$ cat config.mk
export PLATFORM = sky130hd
export DESIGN_NAME = contact_ctrl
export DESIGN_NICKNAME = d
export VERILOG_FILES = /design/src/rtl/contact_ctrl_pkg.sv /design/src/rtl/contact_ctrl_wdog.sv /design/src/rtl/contact_ctrl.sv
export SDC_FILE = /design/constraint.sdc
export NUM_CORES = 1
export LEC_CHECK = 0
export ABC_AREA = 1
export BUFFER_PORTS_ARGS = -buffer_cell sky130_fd_sc_hd__clkbuf_2
export CAP_MARGIN = 20
export CORE_MARGIN = 1
export CORE_UTILIZATION = 48
export CTS_BUF_LIST = sky130_fd_sc_hd__clkbuf_4
export DETAILED_ROUTE_END_ITERATION = 10
export PLACE_DENSITY = 0.77
export SLEW_MARGIN = 20
export SYNTH_ARGS = -nofsm -noshare
export SYNTH_HDL_FRONTEND = slang
export SYNTH_HIERARCHICAL = 1
export SYNTH_SLANG_ARGS = --single-unit
$ cat constraint.sdc
create_clock -name clk_i -period 2 [get_ports clk_i]
set_clock_uncertainty 0.2 [all_clocks]
set_input_delay 0.4 -clock clk_i [delete_from_list [all_inputs] [get_ports clk_i]]
set_output_delay 0.4 -clock clk_i [all_outputs]
set_load 0.05 [all_outputs]
$ cat src/rtl/contact_ctrl_pkg.sv
// contact_ctrl_pkg: shared definitions for the contact run controller.
//   - command opcodes carried on cmd_op_i
//   - controller state encoding
//   - counter widths used by the top and the watchdog
package contact_ctrl_pkg;

    localparam int SEQ_DONE_W = 16;  // seq_done_o / burst target width
    localparam int PULSE_W    = 32;  // pulse_cnt_o width
    localparam int CORE_CNT_W = 32;  // core_seq_cnt_i width
    localparam int WDOG_W     = 32;  // watchdog counter width

    typedef enum logic [1:0] {
        OP_NOP   = 2'd0,
        OP_RUN   = 2'd1,
        OP_BURST = 2'd2,
        OP_STOP  = 2'd3
    } op_e;

    typedef enum logic [2:0] {
        ST_IDLE  = 3'd0,
        ST_ARM   = 3'd1,
        ST_RUN   = 3'd2,
        ST_DRAIN = 3'd3,
        ST_FAULT = 3'd4
    } state_e;

    // Core is released from reset only while actually running or draining.
    function automatic logic core_live(state_e s);
        return (s == ST_RUN) || (s == ST_DRAIN);
    endfunction

    function automatic logic is_busy(state_e s);
        return (s == ST_ARM) || (s == ST_RUN) || (s == ST_DRAIN);
    endfunction

endpackage

$ cat src/rtl/contact_ctrl_wdog.sv
// contact_ctrl_wdog: idle watchdog for the contact run controller.
//   clk_i      in   system clock
//   rst_ni     in   asynchronous reset, active-low
//   en_i       in   count enable; counter is held at 0 while low
//   clr_i      in   activity seen this cycle; restarts the count
//   expired_o  out  counter has reached LIMIT (stays until en_i/clr_i)
module contact_ctrl_wdog
    import contact_ctrl_pkg::*;
#(
    parameter logic [WDOG_W-1:0] LIMIT = 32'h0400_0000
) (
    input  logic clk_i,
    input  logic rst_ni,
    input  logic en_i,
    input  logic clr_i,
    output logic expired_o
);

    logic [WDOG_W-1:0] cnt_q, cnt_d;

    always_comb begin
        cnt_d = cnt_q;
        if (!en_i || clr_i) begin
            cnt_d = '0;
        end else if (cnt_q != LIMIT) begin
            // saturate at LIMIT so expiry stays asserted
            cnt_d = cnt_q + 1'b1;
        end
    end

    always_ff @(posedge clk_i or negedge rst_ni) begin
        if (!rst_ni) cnt_q <= '0;
        else         cnt_q <= cnt_d;
    end

    assign expired_o = (cnt_q == LIMIT);

endmodule

$ cat src/rtl/contact_ctrl.sv
// contact_ctrl: run controller for the prime-pulse core.
// Accepts RUN / BURST / STOP commands over valid/ready, sequences the core
// reset (IDLE -> ARM -> RUN -> DRAIN) and counts sequences and pulses.
// Optional idle watchdog: define CONTACT_CTRL_WDOG_EN to build it.
//   clk_i / rst_ni         clock, asynchronous active-low reset
//   cmd_valid_i/ready_o    command handshake; cmd_op_i opcode, cmd_arg_i burst count
//   core_rst_o             core reset, level CORE_RST_POL when asserted
//   core_prime_seq_i       core pulse output
//   core_seq_cnt_i         core completed-sequence count
//   busy_o / done_o        in ARM/RUN/DRAIN / 1-cycle completion pulse
//   fault_o                watchdog tripped (0 when watchdog not built)
//   seq_done_o/pulse_cnt_o per-run sequence and pulse counters
module contact_ctrl
    import contact_ctrl_pkg::*;
#(
    parameter int unsigned       RST_HOLD     = 16,
    parameter logic              CORE_RST_POL = 1'b1,
    parameter logic [WDOG_W-1:0] WDOG_CYCLES  = 32'h0400_0000
) (
    input  logic                  clk_i,
    input  logic                  rst_ni,
    input  logic                  cmd_valid_i,
    output logic                  cmd_ready_o,
    input  logic [1:0]            cmd_op_i,
    input  logic [SEQ_DONE_W-1:0] cmd_arg_i,
    output logic                  core_rst_o,
    input  logic                  core_prime_seq_i,
    input  logic [CORE_CNT_W-1:0] core_seq_cnt_i,
    output logic                  busy_o,
    output logic                  done_o,
    output logic                  fault_o,
    output logic [SEQ_DONE_W-1:0] seq_done_o,
    output logic [PULSE_W-1:0]    pulse_cnt_o
);

    localparam int HOLD_W = (RST_HOLD < 2) ? 1 : $clog2(RST_HOLD);

    if (RST_HOLD < 1) begin : g_bad_hold
        $error("contact_ctrl: RST_HOLD must be >= 1");
    end
    if (WDOG_CYCLES == '0) begin : g_bad_wdog
        $error("contact_ctrl: WDOG_CYCLES must be non-zero");
    end

    state_e                 state_q, state_d;
    logic [HOLD_W-1:0]      hold_q, hold_d;
    logic [SEQ_DONE_W-1:0]  seq_done_q, seq_done_d, target_q, target_d;
    logic [PULSE_W-1:0]     pulse_q, pulse_d;
    logic                   burst_q, burst_d;
    logic                   ready_q, busy_q, done_q, done_d, core_rst_q;

    // Core inputs are registered once; edges/changes compare against the
    // previous registered copy.
    logic                   prime_q, prime_prev_q;
    logic [CORE_CNT_W-1:0]  seq_q, seq_prev_q;

    logic                   accept, pulse_edge, seq_chg, wdog_trip;
    logic [SEQ_DONE_W-1:0]  seq_inc;
    op_e                    op;

    assign accept     = cmd_valid_i & ready_q;
    assign op         = op_e'(cmd_op_i);
    assign pulse_edge = prime_q & ~prime_prev_q;
    assign seq_chg    = (seq_q != seq_prev_q);   // wrap FFFF_FFFF->0 is a change too
    assign seq_inc    = seq_done_q + 1'b1;

`ifdef CONTACT_CTRL_WDOG_EN
    logic wdog_exp;
    logic fault_q;

    contact_ctrl_wdog #(.LIMIT(WDOG_CYCLES)) u_wdog (
        .clk_i     (clk_i),
        .rst_ni    (rst_ni),
        .en_i      (core_live(state_q)),
        .clr_i     (pulse_edge | seq_chg),
        .expired_o (wdog_exp)
    );

    // A cycle with activity is not idle, even if the count just expired.
    assign wdog_trip = wdog_exp & ~(pulse_edge | seq_chg);

    always_ff @(posedge clk_i or negedge rst_ni) begin
        if (!rst_ni) fault_q <= 1'b0;
        else         fault_q <= (state_d == ST_FAULT);
    end
    assign fault_o = fault_q;
`else
    assign wdog_trip = 1'b0;
    assign fault_o   = 1'b0;
`endif

    always_comb begin
        state_d    = state_q;
        hold_d     = hold_q;
        seq_done_d = seq_done_q;
        pulse_d    = pulse_q;
        target_d   = target_q;
        burst_d    = burst_q;
        done_d     = 1'b0;

        if (core_live(state_q) && pulse_edge) pulse_d = pulse_q + 1'b1;

        unique case (state_q)
            ST_IDLE: begin
                if (accept && (op == OP_RUN || op == OP_BURST)) begin
                    if (op == OP_BURST && cmd_arg_i == '0) begin
                        done_d = 1'b1;
                    end else begin
                        state_d    = ST_ARM;
                        hold_d     = '0;
                        seq_done_d = '0;
                        pulse_d    = '0;
                        burst_d    = (op == OP_BURST);
                        target_d   = cmd_arg_i;
                    end
                end
            end
            ST_ARM: begin
                hold_d = hold_q + 1'b1;
                if (hold_q == HOLD_W'(RST_HOLD - 1)) state_d = ST_RUN;
            end
            ST_RUN: begin
                if (seq_chg) seq_done_d = seq_inc;
                // burst completion beats a STOP arriving in the same cycle
                if (seq_chg && burst_q && seq_inc == target_q) begin
                    state_d = ST_IDLE;
                    done_d  = 1'b1;
                end else if (accept && op == OP_STOP) begin
                    state_d = ST_DRAIN;
                end else if (wdog_trip) begin
                    state_d = ST_FAULT;
                end
            end
            ST_DRAIN: begin
                if (seq_chg) begin
                    seq_done_d = seq_inc;
                    state_d    = ST_IDLE;
                    done_d     = 1'b1;
                end else if (accept && op == OP_STOP) begin
                    state_d = ST_IDLE;   // abort: no done
                end else if (wdog_trip) begin
                    state_d = ST_FAULT;
                end
            end
            ST_FAULT: begin
                if (accept && op == OP_STOP) state_d = ST_IDLE;
            end
            default: state_d = ST_IDLE;
        endcase
    end

    always_ff @(posedge clk_i or negedge rst_ni) begin
        if (!rst_ni) begin
            state_q      <= ST_IDLE;
            hold_q       <= '0;
            seq_done_q   <= '0;
            pulse_q      <= '0;
            target_q     <= '0;
            burst_q      <= 1'b0;
            ready_q      <= 1'b0;
            busy_q       <= 1'b0;
            done_q       <= 1'b0;
            core_rst_q   <= CORE_RST_POL;
            prime_q      <= 1'b0;
            prime_prev_q <= 1'b0;
            seq_q        <= '0;
            seq_prev_q   <= '0;
        end else begin
            state_q      <= state_d;
            hold_q       <= hold_d;
            seq_done_q   <= seq_done_d;
            pulse_q      <= pulse_d;
            target_q     <= target_d;
            burst_q      <= burst_d;
            ready_q      <= (state_d != ST_ARM);
            busy_q       <= is_busy(state_d);
            done_q       <= done_d;
            core_rst_q   <= core_live(state_d) ? ~CORE_RST_POL : CORE_RST_POL;
            prime_q      <= core_prime_seq_i;
            prime_prev_q <= prime_q;
            seq_q        <= core_seq_cnt_i;
            seq_prev_q   <= seq_q;
        end
    end

    assign cmd_ready_o = ready_q;
    assign busy_o      = busy_q;
    assign done_o      = done_q;
    assign core_rst_o  = core_rst_q;
    assign seq_done_o  = seq_done_q;
    assign pulse_cnt_o = pulse_q;

endmodule

==> results of run 1 <==
-- metal layers --
metal,vias to the layer above,track usage,share of wire
met5,-,0,0
met4,0,0.140,0.044
met3,60,0.0565,0.050
met2,211,0.450,0.53
met1,2795,0.283,0.38
li1,2842,-,-
-- metrics by stage --
stage | util | area (sq um) | total power (W) | setup TNS [ns]
after floorplan | - | 6580 | 0.00584 | -0.567
after global placement | 0.586 | 7760 | 0.00662 | -5.02
after detailed placement | 0.586 | 7760 | 0.00669 | -6.65
after CTS | 0.665 | 8800 | 0.00885 | -1.57
after global routing | 0.702 | 9300 | 0.00971 | -7.40
final | 0.702 | 9300 | 0.00923 | -2.79
-- state kept, by name, indices dropped and copies added (netlist names) --
signal and flops:
state_q 3, pulse_cnt_o 32, seq_prev_q 32, prime_prev_q 1, done_o 1, core_rst_o 1
seq_q 32, target_q 16, seq_done_o 16, burst_q 1, hold_q 4, busy_o 1
prime_q 1, cmd_ready_o 1
-- worst max path at each step --
stage | start | endpoint | slack, ns
final | seq_done_o[0] | busy_o | -0.20
after global routing | seq_done_o[0] | busy_o | -0.39
after CTS | seq_done_o[1] | busy_o | -0.16
after detailed placement | seq_done_o[1] | busy_o | -0.21
after global placement | cmd_op_i[0] | seq_done_o[2] | -0.13
after floorplan | seq_done_o[0] | busy_o | -0.16
-- placed cells by master, fill, tap and decap left out, types with 12 or more instances in the layout --
cell,instances
clkbuf_2,88
buf_4,75
nor2_1,64
dlygate4sd3_1,51
nor3_1,15
xor2_1,19
nand2_1,184
o21ai_0,18
nand2_4,12
buf_6,13
dfrtp_2,25
clkbuf_4,23
nand3_1,39
dfrtp_1,116
nand2_2,18
xnor2_1,27
inv_1,83
-- final cells by class --
cell class,instances,area [sq um]
fill,979,3940
sequential,142,3590
clock buffer,18,135
clock inverter,14,141
timing repair buffer,247,1980
tap,176,220
antenna,2,5.00
multi-input combinational,496,2890
inverter,89,347
-- Yosys cell counts (2+ instances only) --
library cell	instances	area, sq um
nand2_1	212	796
a21oi_1	12	60.1
dfrtp_1	141	3530
xor2_1	19	166
nor2_2	3	18.8
buf_2	6	30.0
ha_1	5	62.6
nor3_1	18	90.1
nor3_2	2	20.0
nor2_1	71	267
inv_1	87	327
o21ai_0	35	175
nand3_1	46	230
nor3_4	3	48.8
nand3b_1	3	22.5
nand4_4	2	42.5
nor2_4	3	33.8
clkbuf_1	5	18.8
xnor2_1	31	272
or2_2	3	18.8
nand3_2	2	20.0
nand4_1	11	68.8
-- logic make-up (layout without fill, tap and decap cells) --
group           count (synthesis)  after routing
buf+inv                       101            368
simple gates                  384            384
compound gates                 55             55
flops                         142            142
fa+ha+maj                       5              5
other cells                     1              3
xor+xnor                       51             51
-- power by group through the flow --
stage	Sequential [W]	Clock [W]	Combinational, W
3_3_place_gp	0.00401	0	0.00261
2_1_floorplan	0.00479	0	0.00105
5_1_grt	0.00408	0.00199	0.00364
6_report	0.00400	0.00184	0.00339
4_1_cts	0.00396	0.00187	0.00302
3_5_place_dp	0.00402	0	0.00267
-- timing repair --
action / in CTS / in global routing
pin swaps: 8 / 37
hold buffers: 51 / 0
endpoints found under the setup margin: 34 / 65
resized for setup: 46 / 98
hold endpoints to repair: 191 / 0
cloned: 2 / 1
setup buffers: 9 / 21
==> key figures, run 1 <==
Worst setup path
  • Worst Path Buf+Inv: 0
  • CP most frequent cell: nand2_1
  • Arrival time at the worst endpoint: 2.48 ns
  • CP Class: flip-flop to flip-flop
  • Critical R2R Launch: seq_done_o[0]
  • Cell count along the critical path: 14
  • Flop2flop setup slack: -0.20 ns
  • FF-to-FF path depth: 14
  • CP Launch Type: flip-flop
  • CP delay by family, top: simple AND/OR/NAND/NOR gates
  • Endpoint class of the critical path: flip-flop
  • Slowest-stage cell, CP: dfrtp_2
  • Reg-to-Reg End: busy_o
  • Critical path, cell by cell: ha_4, nand2_4, nor2_4, nand2_2, nand2_1, nand2_1, nand2_1, nand3_1, nor2_1, nand3_1, nor2_2, nand2_2, a21oi_2, nand2_1
  • Worst-path maximum fanout: 6
  • Slowest stage delay, CP: 0.45 ns
  • CP Data Required Time: 2.27 ns

Power
  • Combinational power share: 0.367
  • Pleak: 4.58 nW
  • Sw Ratio: 0.412
  • Pwr Density: 992 nW/um^2
  • Psw: 0.00380 W
  • Peak supply drop: 1.13 mV
  • Flop pwr share: 0.433
  • Internal power: 0.00543 W
  • Clk network pwr share: 0.200

Synthesis
  • Post-synthesis mux area share: 0
  • Post-Synth Adder-Cell Area: 0.00962
  • Post-Syn Area per Cell: 8.80 sq um
  • Sequential area share after synthesis: 0.547
  • Async set or reset register ratio after synthesis: 1.00
  • Cell count after synthesis: 739
  • Net Count, Synth: 798
  • FF+latch count, synth: 142
  • Simple-Gate Fraction of Synth Area: 0.266
  • Syn Std Cell Area: 6500 sq um
  • YS warnings: 6
  • Post-synthesis cell type count: 41
  • Most used DFF post-synth: dfrtp_1
  • Compound-Gate Fraction of Synth Area: 0.0458
  • Post-synth EDFFs: 0
  • Post-synthesis xor/xnor area fraction: 0.0708
  • Largest family of logic cells by synthesized area: simple AND/OR/NAND/NOR gates

STA
  • Min cycle time layout: 2.20 ns
  • WHS: 0.0948 ns
  • Final setup fails: 28
  • Fmax: 454 MHz
  • RSZ-0062 raised after global routing: yes
  • Crit share post-route: 1.10
  • Final Hold Vio Count: 0
  • Slack of the critical path: -0.205 ns
  • Pins Over Slew Limit: 0

Drt
  • Drt total wl: 17400 microns
  • DRT Pass-1 Iters: 5
  • Vias: 5908
  • Final ANT Viol Nets: 0
  • Residual DRC count: 0
  • Routed vias/inst: 4.99
  • Drt wl/cell: 14.7 microns
  • Initial DRC count: 383

Outcome
  • Status: complete, but fails checks
  • Failing checks: negative setup slack

Global routing
  • Total gr overflow: 0
  • Initial antenna violation count: 2
  • First-pass GRT wire length: 27500 microns
  • Vias in the first global route: 5910
  • GRT Total Usage: 0.254
  • Largest net degree at the start of global routing: 45

Die
  • Initial Utilization: 0.491
  • Ports: 107
  • Core Rows: 42
  • Chip width: 118 microns
  • Die height: 118 microns
  • Core footprint: 13200 sq um
  • Die ar.: 14000 sq um

Clock network
  • TritonCTS Buffers: 17
  • Latest clock arrival within the worst-skew pair: 0.59 ns
  • CTS tree: built
  • Root Driver: clkbuf_4
  • Clock transition at path regs: 0.12 ns
  • Max Root-Sink Buffers: 2
  • # clock sinks: 142
  • H-tree depth: 4

Final layout
  • Area Growth Syn to Fin: 43.1%
  • Share of cells above drive strength 1: 0.341
  • Layout Cells excl Fill: 1184
  • Nets: 1052

Run
  • Max Cap Viol: 0

Placement
  • Dpl cells: 1067
  • IO buf count: 105
  • Hpwl dp: 10600 microns
  • Placer congestion estimate: 0.860
  • Setup WS pre-CTS: -0.207 ns

Hold path
  • Worst hold-check path type: input pin to async pin
(Power assumes the default switching activity.)
==> run 2, diff against run 1 <==
CORE_ASPECT_RATIO = 0.8   (was default)
CORE_MARGIN = default   (was 1)
SETUP_SLACK_MARGIN = 0.1   (was default)
==> run 2 against run 1 <==
  * The flow still finishes with violations (negative setup slack)
  * Via count increased by 3.1%
  * Routed wire length grew 3.3%
  * Combinational power rose by 7.1%
  * Final cell count increased by 2.1%
  * Cell area increased by 6.1%
  * Clock-buffer cell count fell by 1
  * Critical path depth shrank 1
  * Maximum frequency shrank 0.69%
  * Die area hardly changed
  * Largest power group unchanged
==> key figures, run 2 (synthesis gave the netlist of run 1 again) <==
Final layout
  • Antenna Cells: 0 (-2)
  • Layout Cells excl Fill: 1209 (+2.1%)
  • # fillers: 886 (-9.5%)
  • Nets: 1080 (+2.7%)
  • Area Growth Syn to Fin: 51.8%
  • Most common cell after layout, fill and taps aside: nand2_1
  • Most frequent cells in the layout: nand2_1, dfrtp_1, buf_4
  • Share of cells above drive strength 1: 0.384 (+0.0430)

Drt
  • Initial DRC count: 525 (+37%)
  • Routed vias/inst: 5.04 (+0.93%)
  • Final ANT Viol Nets: 0 (unchanged)
  • Drt wl/cell: 14.9 microns (+1.2%)
  • Vias: 6089 (+3.1%)
  • DRT Pass-1 Iters: 5 (unchanged)
  • Drt total wl: 18000 microns (+3.3%)
  • Residual DRC count: 0 (unchanged)

Power
  • Psw: 0.00392 W (+3.3%)
  • Sw Ratio: 0.414 (+0.00225)
  • Total Power: 0.00948 W (+2.7%)
  • Flop pwr share: 0.425 (-0.008)
  • Clk network pwr share: 0.192 (-0.008)
  • Pwr Density: 961 nW/um^2 (-3.2%)
  • Internal power: 0.00556 W (+2.3%)
  • Peak supply drop: 1.04 mV (-8.1%)
  • Combinational power share: 0.383 (+0.016)
  • Pleak: 4.78 nW (+4.4%)

Outcome
  • Failing checks: negative setup slack
  • Status: complete, but fails checks

Global routing
  • Largest net degree at the start of global routing: 47 (+4.4%)
  • Initial antenna violation count: 0 (-2)
  • Total gr overflow: 0 (unchanged)
  • First-pass GRT wire length: 28100 microns (+2.4%)
  • Vias in the first global route: 5831 (-1.3%)
  • GRT Total Usage: 0.257 (+0.00319)

Worst setup path
  • Reg-to-Reg End: core_rst_o
  • CP Data Required Time: 2.27 ns (about the same)
  • Worst Path Buf+Inv: 2 (+2)
  • CP Launch Type: flip-flop
  • Slowest-stage cell, CP: dfrtp_2
  • Arrival time at the worst endpoint: 2.49 ns (about the same)
  • Worst-path maximum fanout: 6 (unchanged)
  • CP Class: flip-flop to flip-flop
  • Slowest stage delay, CP: 0.43 ns (-0.02 ns)
  • FF-to-FF path depth: 13 (-1)
  • CP most frequent cell: nand2_1
  • Critical R2R Launch: seq_done_o[6]
  • Critical path, cell by cell: nand2_1, nor2_4, nand2_1, nor2_2, nand2_1, nand3_1, nand2_1, inv_1, nand3_1, nor2_2, nand2_2, a21oi_4, buf_6
  • CP delay by family, top: simple AND/OR/NAND/NOR gates
  • Endpoint class of the critical path: flip-flop
  • Flop2flop setup slack: -0.22 ns (-0.02 ns)

STA
  • WHS: 0.0460 ns (-0.0488 ns)
  • Final setup fails: 16 (-43%)
  • Slack of the critical path: -0.220 ns (-0.0154 ns)
  • Crit share post-route: 1.11 (+0.00769)
  • RSZ-0062 raised after global routing: yes
  • Min cycle time layout: 2.22 ns (+0.0154 ns)
  • Fmax: 450 MHz (-0.69%)
  • Pins Over Slew Limit: 0 (unchanged)
  • Final Hold Vio Count: 0 (unchanged)

Clock network
  • Latest clock arrival within the worst-skew pair: 0.52 ns (-0.07 ns)
  • TritonCTS Buffers: 17 (unchanged)
  • Max Root-Sink Buffers: 2 (unchanged)
  • # clock sinks: 142 (unchanged)
  • H-tree depth: 4 (unchanged)
  • Clock transition at path regs: 0.14 ns (+0.02 ns)
  • Root Driver: clkbuf_4
  • CTS tree: built

Die
  • Die height: 106 microns (-10%)
  • Ports: 107 (unchanged)
  • Initial Utilization: 0.498 (+0.00706)
  • Core footprint: 13100 sq um (-1.4%)
  • Core Rows: 37 (-12%)
  • Chip width: 132 microns (+12%)
  • Die ar.: 14000 sq um (about the same)

Hold path
  • Worst hold-check path type: input pin to flip-flop
  • Min-delay src: cmd_arg_i[4]
  • Hold path cells: 4
  • Hold EP: target_q[4]

Placement
  • Placer congestion estimate: 0.903 (+5.0%)
  • Dpl cells: 1070 (+0.28%)
  • Hpwl dp: 11000 microns (+3.2%)
  • IO buf count: 105 (unchanged)

Run
  • Max Cap Viol: 0 (unchanged)
==> run 2: metrics by stage <==
| stage | setup TNS [ns] | setup WS, ns | util | instance area [sq um] |
|---|---|---|---|---|
| after floorplan | -0.517 | -0.160 | - | 6610 |
| final | -1.74 | -0.220 | 0.756 | 9870 |
| after CTS | -1.84 | -0.131 | 0.725 | 9460 |
| after global placement | -4.81 | -0.130 | 0.599 | 7820 |
| after global routing | -5.90 | -0.317 | 0.756 | 9870 |
| after detailed placement | -6.12 | -0.171 | 0.599 | 7820 |
==> run 2: worst min-delay path, cell delays in order <==
cell	delay, ns
clkbuf_2	0.08
inv_1	0.07
buf_4	0.10
o21ai_0	0.07
==> run 2: power groups by stage <==
stage | clock (W) | combinational, W | sequential (W)
final | 0.00182 | 0.00363 | 0.00403
after CTS | 0.00185 | 0.00345 | 0.00400
after floorplan | 0 | 0.00106 | 0.00481
after detailed placement | 0 | 0.00268 | 0.00405
after global placement | 0 | 0.00263 | 0.00403
after global routing | 0.00200 | 0.00388 | 0.00409
==> run 2: area by class of cell <==
class	instances	area [sq um]	area share
Timing Repair Buffer	275	2490	0.252
Inverter	89	344	0.0349
Tap cell	175	219	0.0222
Clock inverter	15	151	0.0153
Clock buffer	17	128	0.0129
Multi-Input combinational cell	496	2940	0.298
Sequential cell	142	3600	0.364
==> run 2: how the worst max path moves through the flow <==
| stage | startpoint | endpoint | cells after the start |
|---|---|---|---|
| detailed placement | cmd_op_i[0] | pulse_cnt_o[13] | 8 |
| finish | seq_done_o[6] | core_rst_o | 13 |
| floorplan | seq_done_o[0] | busy_o | 14 |
| global placement | cmd_op_i[0] | pulse_cnt_o[21] | 8 |
| CTS | seq_done_o[0] | core_rst_o | 12 |
| global route | seq_prev_q[7] | seq_done_o[15] | 15 |
==> run 2: timing repair <==
item / CTS / global route
pin swaps: 27 / 28
hold endpoints to repair: 188 / 0
cloned: 3 / 0
hold buffers: 48 / 0
gates resized for setup: 133 / 96
buffers inserted: 37 / 28
endpoints found under the setup margin: 60 / 107
==> run 2: routing by layer <==
metal,GRT usage,wire [microns]
met3,0.0501,1020
met4,0.0839,367
met1,0.319,7270
met5,0,0
met2,0.453,9310
==> run 3, diff against run 2 <==
SETUP_SLACK_MARGIN = 0.5   (was 0.1)
TNS_END_PERCENT = 1   (was default)
==> run 3 against run 2 <==
  * The run still ends with negative setup slack left
  * Clock power grew 3%
  * Critical path type unchanged
  * Sequential share of layout area up 1.7 points
  * Critical path depth fell by 1
  * First-iteration DRC count down 37%
  * Total power is 1.6% lower
  * Cell area decreased by 4.9%
  * Setup slack better by 0.023 ns
==> key figures, run 3 (synthesis gave the netlist of run 1 again) <==
Outcome
  • Status: complete, but fails checks
  • Failing checks: negative setup slack

Final layout
  • Nets: 1028 (-4.8%)
  • # fillers: 921 (+4.0%)
  • Share of cells above drive strength 1: 0.283 (-0.101)
  • Area Growth Syn to Fin: 44.3%
  • Antenna Cells: 0 (unchanged)
  • Most common cell after layout, fill and taps aside: nand2_1
  • Most frequent cells in the layout: nand2_1, dfrtp_1, inv_1

Die
  • Initial Utilization: 0.498 (unchanged)
  • Core footprint: 13100 sq um (unchanged)
  • Die height: 106 microns (unchanged)
  • Chip width: 132 microns (unchanged)
  • Die ar.: 14000 sq um (unchanged)
  • Core Rows: 37 (unchanged)
  • Ports: 107 (unchanged)

Placement
  • Hpwl dp: 10600 microns (-3.3%)
  • Placer congestion estimate: 0.861 (-4.7%)
  • IO buf count: 105 (unchanged)

Clock network
  • CTS tree: built
  • Latest clock arrival within the worst-skew pair: 0.55 ns (+0.03 ns)
  • H-tree depth: 4 (unchanged)
  • Root Driver: clkbuf_4
  • TritonCTS Buffers: 17 (unchanged)
  • # clock sinks: 142 (unchanged)
  • Max Root-Sink Buffers: 2 (unchanged)
  • Clock transition at path regs: 0.12 ns (-0.02 ns)

Worst setup path
  • CP Class: flip-flop to flip-flop
  • CP Launch Type: flip-flop
  • Worst-path maximum fanout: 6 (unchanged)
  • Endpoint class of the critical path: flip-flop
  • Arrival time at the worst endpoint: 2.42 ns (-0.07 ns)
  • CP Data Required Time: 2.22 ns (-0.05 ns)

Power
  • Total Power: 0.00933 W (-1.6%)
  • Peak supply drop: 1.20 mV (+16%)
  • Pleak: 4.49 nW (-6.1%)
  • Combinational power share: 0.371 (-0.012)
  • Internal power: 0.00566 W (+1.9%)
  • Sw Ratio: 0.393 (-0.0205)
  • Psw: 0.00367 W (-6.4%)
  • Clk network pwr share: 0.200 (+0.008)
  • Pwr Density: 995 nW/um^2 (+3.5%)
  • Flop pwr share: 0.429 (+0.004)

Global routing
  • M3 GR Usage: 0.0501 (unchanged)
  • First-pass GRT wire length: 26500 microns (-5.9%)
  • GRT Total Usage: 0.243 (-0.0142)
  • Top Usage Layer GRT: met2
  • M1 GR Usage: 0.306 (-0.0129)
  • Largest net degree at the start of global routing: 49 (+4.3%)
  • Total gr overflow: 0 (unchanged)
  • Vias in the first global route: 5672 (-2.7%)
  • Met2 Use GR: 0.412 (-0.0408)
  • Initial antenna violation count: 0 (unchanged)

STA
  • Final Hold Vio Count: 0 (unchanged)
  • Pins Over Slew Limit: 0 (unchanged)
  • Fmax: 455 MHz (+1.0%)
  • WHS: 0.0762 ns (+0.0302 ns)
  • Slack of the critical path: -0.197 ns (+0.0229 ns)
  • Crit share post-route: 1.10 (-0.0115)
  • Min cycle time layout: 2.20 ns (-0.0229 ns)
  • Final setup fails: 10 (-6)
  • RSZ-0062 raised after global routing: yes

Drt
  • Vias: 5623 (-7.7%)
  • Drt total wl: 16000 microns (-11%)
  • Initial DRC count: 331 (-37%)
  • Residual DRC count: 0 (unchanged)
  • Drt wl/cell: 13.8 microns (-6.8%)
  • Final ANT Viol Nets: 0 (unchanged)
  • DRT Pass-1 Iters: 4 (-1)
  • Routed vias/inst: 4.86 (-3.5%)

Hold path
  • Worst hold-check path type: input pin to flip-flop

Run
  • Max Cap Viol: 0 (unchanged)
## run 3: cell types whose count changed in the layout (fill, tap and decap cells not counted), moves of 11 or more
cell / delta
buf_4: -38
clkbuf_4: -22
buf_8: +20
nand2_1: +18
clkbuf_8: +14
o21ai_0: +13
dfrtp_1: +12
dfrtp_2: -12
o21ai_2: -11
## run 3: worst paths after layout
path / start / endpoint / cells past startpoint / slack (ns)
setup / recovery: seq_done_o[1] / busy_o / 12 / -0.20
hold / removal: cmd_valid_i / state_q[2] / 4 / 0.08
setup reg to reg: seq_done_o[1] / busy_o / 12 / -0.20
hold reg to reg: seq_q[17] / seq_prev_q[17] / 0 / 0.21
max in group asynchronous: rst_ni / pulse_cnt_o[1] / 3 / 0.85
min in group asynchronous: rst_ni / seq_q[21] / 2 / 0.15
## run 3: worst max-delay path, stage by stage (launching register included)
cell	delay [ns]
dfrtp_2	0.45
ha_4	0.18
nand2_4	0.06
nor2_4	0.16
nand4_1	0.18
nand3_1	0.12
nand2_1	0.06
nor2_1	0.08
nand3_1	0.09
nor2_2	0.13
nand2_2	0.10
a21oi_2	0.19
nand2_1	0.09
## run 3: power by group through the flow
stage          clock network, W  registers, W  logic, W
6_report                0.00187       0.00400   0.00346
5_1_grt                 0.00203       0.00407   0.00372
4_1_cts                 0.00191       0.00394   0.00336
3_5_place_dp                  0       0.00396   0.00273
3_3_place_gp                  0       0.00395   0.00269
2_1_floorplan                 0       0.00476   0.00104
## run 3: area by class of cell
type                       instances  area [sq um]  share of cell area
sequential                       142          3580               0.382
multi-input combinational        496          2690               0.287
timing repair buffer             223          2260               0.241
inverter                          89           344              0.0367
tap                              175           219              0.0233
clock inverter                    15           159              0.0169
clock buffer                      17           128              0.0136
## run 3: per-stage QoR
step | worst slack, ns | utilization | cell area [sq um] | cells | setup TNS [ns]
2_1_floorplan | -0.160 | - | 6550 | 739 | -0.900
3_3_place_gp | -0.112 | 0.595 | 7770 | 1073 | -3.40
3_5_place_dp | -0.179 | 0.595 | 7770 | 1073 | -4.64
4_1_cts | -0.118 | 0.711 | 9290 | 1156 | -0.411
5_1_grt | -0.350 | 0.719 | 9390 | 1157 | -4.44
6_report | -0.197 | 0.719 | 9390 | 1157 | -0.648
## run 3: layer usage
metal,share of wire,vias up
met5,0,-
met4,0.026,0
met3,0.050,34
met2,0.49,167
met1,0.43,2626
li1,-,2796
## run 3: timing repair
action	4_1_cts	5_1_grt
buffers inserted	1	1
hold buffers	50	0
gates resized for setup	165	40
pin swaps	20	8
endpoints found under the hold margin	190	0
setup endpoints to repair	127	127
